## src/rtl/uart_tx_packet_scheduler_if.sv

```systemverilog
// Bundle of request, transmitter-handshake and status signals for uart_tx_packet_scheduler.
// The master modport is the scheduler side; the slave modport is the requester/transmitter side.
interface uart_tx_packet_scheduler_if;
   logic        enable;
   logic [2:0]  req_valid;
   logic [23:0] req_payload;
   logic [2:0]  req_ack;
   logic [7:0]  tx_data;
   logic        tx_valid;
   logic        tx_ready;
   logic        busy;
   logic        pkt_done;
   logic        err_timeout;
   logic [1:0]  last_grant;

   modport master (
      input  enable,
      input  req_valid,
      input  req_payload,
      input  tx_ready,
      output req_ack,
      output tx_data,
      output tx_valid,
      output busy,
      output pkt_done,
      output err_timeout,
      output last_grant
   );

   modport slave (
      output enable,
      output req_valid,
      output req_payload,
      output tx_ready,
      input  req_ack,
      input  tx_data,
      input  tx_valid,
      input  busy,
      input  pkt_done,
      input  err_timeout,
      input  last_grant
   );
endinterface

```

## src/rtl/uart_tx_packet_scheduler.sv

```systemverilog
// Arbitrates 3 requesters and frames each grant as HEADER/type/payload/csum bytes to a UART TX.
// Define TXSCHED_RR_EN for round-robin arbitration; default is fixed priority (index 0 highest).
module uart_tx_packet_scheduler #(
   parameter logic [7:0]  HEADER         = 8'hAA,
   parameter logic [7:0]  TYPE_BASE      = 8'h10,
   parameter int unsigned TIMEOUT_CYCLES = 65535
) (
   input logic                        clk,
   input logic                        rst_n,
   uart_tx_packet_scheduler_if.master sched_if
);

   typedef enum logic [1:0] {
      IDLE = 2'd0,
      SEND = 2'd1,
      GAP  = 2'd2
   } state_t;

   localparam logic [15:0] TMO_LAST = 16'(TIMEOUT_CYCLES - 1);

   state_t      state_q;
   logic [1:0]  byte_idx_q;
   logic [1:0]  idx_q;
   logic [7:0]  type_q;
   logic [7:0]  payload_q;
   logic [7:0]  csum_q;
   logic [7:0]  tx_data_q;
   logic        tx_valid_q;
   logic [2:0]  req_ack_q;
   logic        pkt_done_q;
   logic        err_timeout_q;
   logic        busy_q;
   logic [1:0]  last_grant_q;
   logic [15:0] tmo_cnt_q;

   logic        grant_vld_d;
   logic [1:0]  grant_idx_d;
   logic [7:0]  next_byte_d;

   // Padded to 4 entries so a 2-bit index never selects outside the array.
   logic [7:0]  payload_w [4];
   logic [7:0]  type_w    [4];

   for (genvar gi = 0; gi < 4; gi++) begin : g_req
      if (gi < 3) begin : g_real
         assign payload_w[gi] = sched_if.req_payload[8*gi +: 8];
      end else begin : g_pad
         assign payload_w[gi] = 8'h00;
      end
      assign type_w[gi] = TYPE_BASE + 8'(gi);
   end

`ifdef TXSCHED_RR_EN
   logic [1:0] rr_start;
   logic [1:0] rr_cand [3];

   assign rr_start = (last_grant_q >= 2'd2) ? 2'd0 : last_grant_q + 2'd1;

   // rr_cand[k] is the k-th index visited when searching from rr_start.
   for (genvar gi = 0; gi < 3; gi++) begin : g_rr
      logic [2:0] sum;
      assign sum          = {1'b0, rr_start} + 3'(gi);
      assign rr_cand[gi]  = (sum >= 3'd3) ? 2'(sum - 3'd3) : sum[1:0];
   end

   always_comb begin
      grant_vld_d = |sched_if.req_valid;
      grant_idx_d = 2'd0;
      for (int k = 2; k >= 0; k--) begin
         if (sched_if.req_valid[rr_cand[k]]) begin
            grant_idx_d = rr_cand[k];
         end
      end
   end
`else
   always_comb begin
      grant_vld_d = |sched_if.req_valid;
      grant_idx_d = 2'd0;
      for (int k = 2; k >= 0; k--) begin
         if (sched_if.req_valid[k]) begin
            grant_idx_d = 2'(k);
         end
      end
   end
`endif

   always_comb begin
      next_byte_d = HEADER;
      case (byte_idx_q)
         2'd0:    next_byte_d = HEADER;
         2'd1:    next_byte_d = type_q;
         2'd2:    next_byte_d = payload_q;
         default: next_byte_d = csum_q;
      endcase
   end

   always_ff @(posedge clk or negedge rst_n) begin
      if (!rst_n) begin
         state_q       <= IDLE;
         byte_idx_q    <= 2'd0;
         idx_q         <= 2'd0;
         type_q        <= 8'h00;
         payload_q     <= 8'h00;
         csum_q        <= 8'h00;
         tx_data_q     <= 8'h00;
         tx_valid_q    <= 1'b0;
         req_ack_q     <= 3'b000;
         pkt_done_q    <= 1'b0;
         err_timeout_q <= 1'b0;
         busy_q        <= 1'b0;
         last_grant_q  <= 2'd2;
         tmo_cnt_q     <= 16'd0;
      end else begin
         req_ack_q     <= 3'b000;
         pkt_done_q    <= 1'b0;
         err_timeout_q <= 1'b0;

         case (state_q)
            IDLE: begin
               if (sched_if.enable && grant_vld_d) begin
                  idx_q        <= grant_idx_d;
                  type_q       <= type_w[grant_idx_d];
                  payload_q    <= payload_w[grant_idx_d];
                  csum_q       <= type_w[grant_idx_d] + payload_w[grant_idx_d];
                  last_grant_q <= grant_idx_d;
                  byte_idx_q   <= 2'd0;
                  tx_data_q    <= HEADER;
                  tx_valid_q   <= 1'b1;
                  busy_q       <= 1'b1;
                  tmo_cnt_q    <= 16'd0;
                  state_q      <= SEND;
               end
            end

            SEND: begin
               if (sched_if.tx_ready) begin
                  tmo_cnt_q  <= 16'd0;
                  tx_valid_q <= 1'b0;
                  if (byte_idx_q == 2'd3) begin
                     pkt_done_q <= 1'b1;
                     req_ack_q  <= 3'b001 << idx_q;
                     busy_q     <= 1'b0;
                     state_q    <= IDLE;
                  end else begin
                     byte_idx_q <= byte_idx_q + 2'd1;
                     state_q    <= GAP;
                  end
               end else if (tmo_cnt_q == TMO_LAST) begin
                  // Stalled too long: drop the packet, leave the request pending.
                  tmo_cnt_q     <= 16'd0;
                  tx_valid_q    <= 1'b0;
                  err_timeout_q <= 1'b1;
                  busy_q        <= 1'b0;
                  state_q       <= IDLE;
               end else begin
                  tmo_cnt_q <= tmo_cnt_q + 16'd1;
               end
            end

            GAP: begin
               tx_data_q  <= next_byte_d;
               tx_valid_q <= 1'b1;
               state_q    <= SEND;
            end

            default: begin
               tx_valid_q <= 1'b0;
               busy_q     <= 1'b0;
               state_q    <= IDLE;
            end
         endcase
      end
   end

   assign sched_if.req_ack     = req_ack_q;
   assign sched_if.tx_data     = tx_data_q;
   assign sched_if.tx_valid    = tx_valid_q;
   assign sched_if.busy        = busy_q;
   assign sched_if.pkt_done    = pkt_done_q;
   assign sched_if.err_timeout = err_timeout_q;
   assign sched_if.last_grant  = last_grant_q;

endmodule

```

## src/flat_wrapper.sv

```systemverilog
// flat-port wrapper written by rule: the top's interface ports become plain ports
module uart_tx_packet_scheduler_flat 
#(
   parameter logic [7:0]  HEADER         = 8'hAA,
   parameter logic [7:0]  TYPE_BASE      = 8'h10,
   parameter int unsigned TIMEOUT_CYCLES = 65535
)
  (clk, rst_n, sched_if_enable, sched_if_req_valid, sched_if_req_payload, sched_if_tx_ready, sched_if_req_ack, sched_if_tx_data, sched_if_tx_valid, sched_if_busy, sched_if_pkt_done, sched_if_err_timeout, sched_if_last_grant);
  uart_tx_packet_scheduler_if sched_if_i ();
  input logic clk;
  input logic rst_n;
  input wire logic [$bits(sched_if_i.enable)-1:0] sched_if_enable;
  input wire logic [$bits(sched_if_i.req_valid)-1:0] sched_if_req_valid;
  input wire logic [$bits(sched_if_i.req_payload)-1:0] sched_if_req_payload;
  input wire logic [$bits(sched_if_i.tx_ready)-1:0] sched_if_tx_ready;
  output wire logic [$bits(sched_if_i.req_ack)-1:0] sched_if_req_ack;
  output wire logic [$bits(sched_if_i.tx_data)-1:0] sched_if_tx_data;
  output wire logic [$bits(sched_if_i.tx_valid)-1:0] sched_if_tx_valid;
  output wire logic [$bits(sched_if_i.busy)-1:0] sched_if_busy;
  output wire logic [$bits(sched_if_i.pkt_done)-1:0] sched_if_pkt_done;
  output wire logic [$bits(sched_if_i.err_timeout)-1:0] sched_if_err_timeout;
  output wire logic [$bits(sched_if_i.last_grant)-1:0] sched_if_last_grant;
  assign sched_if_i.enable = sched_if_enable;
  assign sched_if_i.req_valid = sched_if_req_valid;
  assign sched_if_i.req_payload = sched_if_req_payload;
  assign sched_if_i.tx_ready = sched_if_tx_ready;
  assign sched_if_req_ack = sched_if_i.req_ack;
  assign sched_if_tx_data = sched_if_i.tx_data;
  assign sched_if_tx_valid = sched_if_i.tx_valid;
  assign sched_if_busy = sched_if_i.busy;
  assign sched_if_pkt_done = sched_if_i.pkt_done;
  assign sched_if_err_timeout = sched_if_i.err_timeout;
  assign sched_if_last_grant = sched_if_i.last_grant;
  uart_tx_packet_scheduler #(.HEADER(HEADER), .TYPE_BASE(TYPE_BASE), .TIMEOUT_CYCLES(TIMEOUT_CYCLES)) u_core (.clk(clk), .rst_n(rst_n), .sched_if(sched_if_i));
endmodule
```

## config.mk

```make
export PLATFORM = sky130hd
export DESIGN_NAME = uart_tx_packet_scheduler_flat
export DESIGN_NICKNAME = d
export VERILOG_FILES = /design/src/rtl/uart_tx_packet_scheduler_if.sv /design/src/rtl/uart_tx_packet_scheduler.sv /design/src/flat_wrapper.sv
export SDC_FILE = /design/constraint.sdc
export NUM_CORES = 1
export LEC_CHECK = 0
export CORE_ASPECT_RATIO = 2
export CORE_UTILIZATION = 45
export DETAILED_ROUTE_END_ITERATION = 6
export PLACE_DENSITY = 0.69
export SLEW_MARGIN = 0
export SYNTH_ARGS = -nofsm -noshare
export SYNTH_HDL_FRONTEND = slang
export SYNTH_SLANG_ARGS = --single-unit
```

## constraint.sdc

```tcl
create_clock -name clk -period 3.5 [get_ports clk]
set_input_delay 1.05 -clock clk [delete_from_list [all_inputs] [get_ports clk]]
set_output_delay 1.05 -clock clk [all_outputs]
set_load 0.05 [all_outputs]
```

==> summary.md <==
| Metric | Value |
|---|---|
| Fmax | `332 MHz` |
| Sequential share of the synthesized area | `a little under half` |
| IO Pins | `48` |
| R2R setup slack | `approximately 1.4 ns` |
| Switching power | `approximately 0.00086 W` |
| Die X | `a little under 60 microns` |
| Synth cell types | `50` |
| Critical Path Start Type | `primary input` |
| Routed vias | `2331` |
| Worst flop-to-flop path endpoint | `u_core.tmo_cnt_q[5]$_DFFE_PN0P_` |
| Antenna viol nets, final | `0` |
| Clock-pin slew on the worst setup and hold paths | `0.06 ns` |
| Antenna diodes | `0` |
| First-pass GRT wire length | `roughly 11 mm` |
| Logic pwr share | `between 30% and 40%` |
| Initial antenna violation count | `0` |
| Post-CTS Setup Inserts | `0` |
| PD cells | `~630 nW/um^2` |
| Fin crit share | `~86%` |
| Slew @ Worst Pin | `0.503 ns` |
| CTS tree | `built` |
| Core area | `6060 sq um` |
| RSZ-0062 raised after global routing | `false` |
| WHS | `between 0.4 and 0.5 ns` |
| Arr. time, crit path | `roughly 3.2 ns` |
| Fin. Hold Viols | `0` |
| Clock power frac | `between 20 and 25%` |
| Max VDD drop | `0.359 mV` |
| Final nets | `~380` |
| Cell count after synthesis | `approximately 290` |
| Initial Utilization | `between 40% and 50%` |
| Total grt overflow | `0` |
| Register area | `1350 sq um` |
| Fill count | `between 500 and 600` |
| Worst relative slew slack | `66.3%` |
| Worst hold path stage count | `1` |
| EDFF count, synth | `0` |
| Area growth syn-to-layout | `25.0%` |
| Top cells by area, synth | `dfrtp_1, o21ai_1, nand2_1, a21oi_1, ha_1` |
| Ys flop type | `dfrtp_1` |
| Vias in the first global route | `about 2400` |
| FF-to-FF path depth | `7` |
| Die Span Y | `around 110 microns` |
| Leading area contributor after synthesis | `dfrtp_1` |
| Hold Crit Class | `reg2reg` |
| GP Congestion | `between 0.8 and 0.9` |
| Clock Sinks | `54` |
| GRT Resource Usage Total | `about a fifth` |
| First-pass iteration count of the detailed router | `4` |
| Status | `finished clean` |
| Dpl hpwl | `4.84 mm` |
| Synth top area share | `between 40% and 50%` |
| DRC viols | `0` |
| CTS buffer count | `5` |
| Post-Route WL | `roughly 6.2 mm` |
| CP Max Fanout | `7` |
| P_int | `approximately 0.0014 W` |
| Worst Setup Path Type | `in2reg` |
| Maximum clock insertion buffer count | `2` |
| Worst path required time | `approximately 3.7 ns` |
| Via density | `5.47` |
| Static leakage | `around 1.5 nW` |
| Largest net degree at the start of global routing | `40` |
| Post-cts resize count | `0` |
| Final design utilization | `between 50% and 60%` |
| Yosys warning total | `0` |
| Fraction of layout cells with a size suffix above 1 | `under 10%` |
| Crit end category | `flop` |
| Final setup TNS | `0 ns` |
| Asr flop ratio synth | `100%` |
| Endpoints failing setup | `0` |
| DRT iter0 DRCs | `approximately 110` |
| FF+latch count, synth | `54` |
| Rows | `40` |
| Crit path to | `u_core.csum_q[4]$_DFFE_PN0P_` |
| CTS H-tree lvls | `2` |
| Max Clock Skew | `around 0.004 ns` |
| Root Buffer | `clkbuf_16` |
| Fin crit period | `roughly 3 ns` |
| Multi-input gate area | `1380 sq um` |
| Port Buffer Count | `between 40 and 50` |
| Clock latency on the worst-skew pair | `about 0.29 ns` |
| Net Sw Frac | `between 30% and 40%` |
| Avg WL per Cell | `around 15 microns` |
| Hold path startpoint | `u_core.type_q[4]$_DFFE_PN0P_` |
| Reg power frac | `about two fifths` |
| Die area | `~6700 sq um` |
| Mapped Nets | `330` |
| Max_cap viols | `0` |
| Mapped Area | `~2800 sq um` |
| Avg Inst Size Synth | `9.78 sq um` |
| Final Max Tran Viols | `0` |
| Worst setup startpoint | `sched_if_req_valid[2]` |
| R2r startpoint | `u_core.tmo_cnt_q[6]$_DFFE_PN0P_` |
| CTS Hold Bufs | `0` |
==> kinds of logic (layout without fill, tap and decap cells) <==
kind of cell	count (synthesis)	after routing	share of synthesized area, %
AOI/OAI and AO/OA	95	95	21.0
and+or+nand+nor	99	99	18.8
xor gates and xnor gates	7	7	2.15
DFF	54	54	47.5
adders and majority gates	8	8	3.78
muxes	7	7	2.77
buffers and inverters	21	72	4.00
==> cell usage after synthesis, types with 4 or more instances <==
cell       n
dfrtp_1   53
nand2_1   32
o21ai_1   30
a21oi_1   19
nor2_1    16
o21ai_0   15
nand3_1   11
buf_2      7
ha_1       7
o31ai_1    7
inv_1      6
a22oi_1    5
and3_1     5
and3b_1    5
nor2b_1    5
nor3b_1    5
mux2_1     4
nand2b_1   4
nor3_1     4
xnor2_1    4
==> sequential cells by signal, summed over array words and instances (netlist names), 2 cells and up <==
| register | cells |
|---|---|
| u_core.sched_if.last_grant | 2 |
| u_core.type_q | 2 |
| u_core.tmo_cnt_q | 16 |
| u_core.csum_q | 8 |
| u_core.byte_idx_q | 2 |
| u_core.sched_if.req_ack | 3 |
| u_core.payload_q | 8 |
| u_core.sched_if.tx_data | 8 |
==> power groups by stage <==
stage	Combinational, W	Clock [W]	Sequential [W]
finish	0.000861	0.000463	0.000926
global route	0.000939	0.000496	0.000950
CTS	0.000866	0.000478	0.000926
detailed placement	0.000862	0	0.000937
global placement	0.000849	0	0.000931
floorplan	0.000441	0	0.00107
==> how the worst min path moves through the flow <==
stage                                              end  slack (ns)
after detailed placement  u_core.type_q[4]$_DFFE_PN0P_        0.46
after global routing      u_core.type_q[4]$_DFFE_PN0P_        0.50
final                     u_core.type_q[4]$_DFFE_PN0P_        0.47
after global placement    u_core.type_q[4]$_DFFE_PN0P_        0.45
after CTS                 u_core.type_q[4]$_DFFE_PN0P_        0.47
after floorplan           u_core.type_q[4]$_DFFE_PN0P_        0.44
==> worst max-delay path, stage by stage <==
cell and delay [ns]:
clkdlybuf4s50_1 0.56, and3b_1 0.18, a21oi_1 0.04, o21ai_0 0.36, fa_1 0.29, nor3b_1 0.33, xnor2_1 0.10, mux2_2 0.27
==> placed cells by master, fill, tap and decap left out, types with 2 or more instances in the layout <==
cell             count
a21oi_1             19
a22oi_1              5
ha_1                 7
a31oi_1              3
clkbuf_1             2
buf_4               10
mux2_1               4
nor3_1               4
a221o_1              3
and4_1               2
a21o_1               2
o221ai_2             2
nor3b_1              5
nand2b_1             4
or4b_1               2
clkdlybuf4s50_1     46
xnor2_1              4
nand2_1             32
nand3_1             11
o21ai_1             30
nor2_1              16
o31ai_1              7
dfrtp_1             53
clkbuf_16            5
nand3b_1             2
o21ai_0             15
and3_1               5
and3b_1              5
mux2_2               3
inv_1                6
nor2b_1              5
xor2_1               3
==> layout make-up <==
class | count | area share [%]
clock buffer | 7 | 3.73
inverter | 7 | 0.739
multi-input combinational | 216 | 38.8
sequential | 54 | 38.0
tap | 84 | 2.96
timing repair buffer | 58 | 15.8
==> routing by layer <==
layer  up-vias  global-route usage, %  share of wire [%]
li1       1152                      -                  -
met1      1110                   20.8                 36
met2        57                   40.1                 58
met3        12                   3.95                3.1
met4         0                   11.4                2.8
met5         -                      0                  0
==> per-stage QoR <==
| step | power (W) | cell area (sq um) | instances | worst slack, ns |
|---|---|---|---|---|
| 6_report | 0.00225 | 3560 | 426 | 0.486 |
| 5_1_grt | 0.00239 | 3560 | 426 | 0.331 |
| 4_1_cts | 0.00227 | 3560 | 426 | 0.484 |
| 3_5_place_dp | 0.00180 | 3420 | 419 | 0.172 |
| 3_3_place_gp | 0.00178 | 3420 | 419 | 0.264 |
| 2_1_floorplan | 0.00151 | 2850 | 291 | 0.654 |
Note: power is estimated with default switching activity, not from simulation.
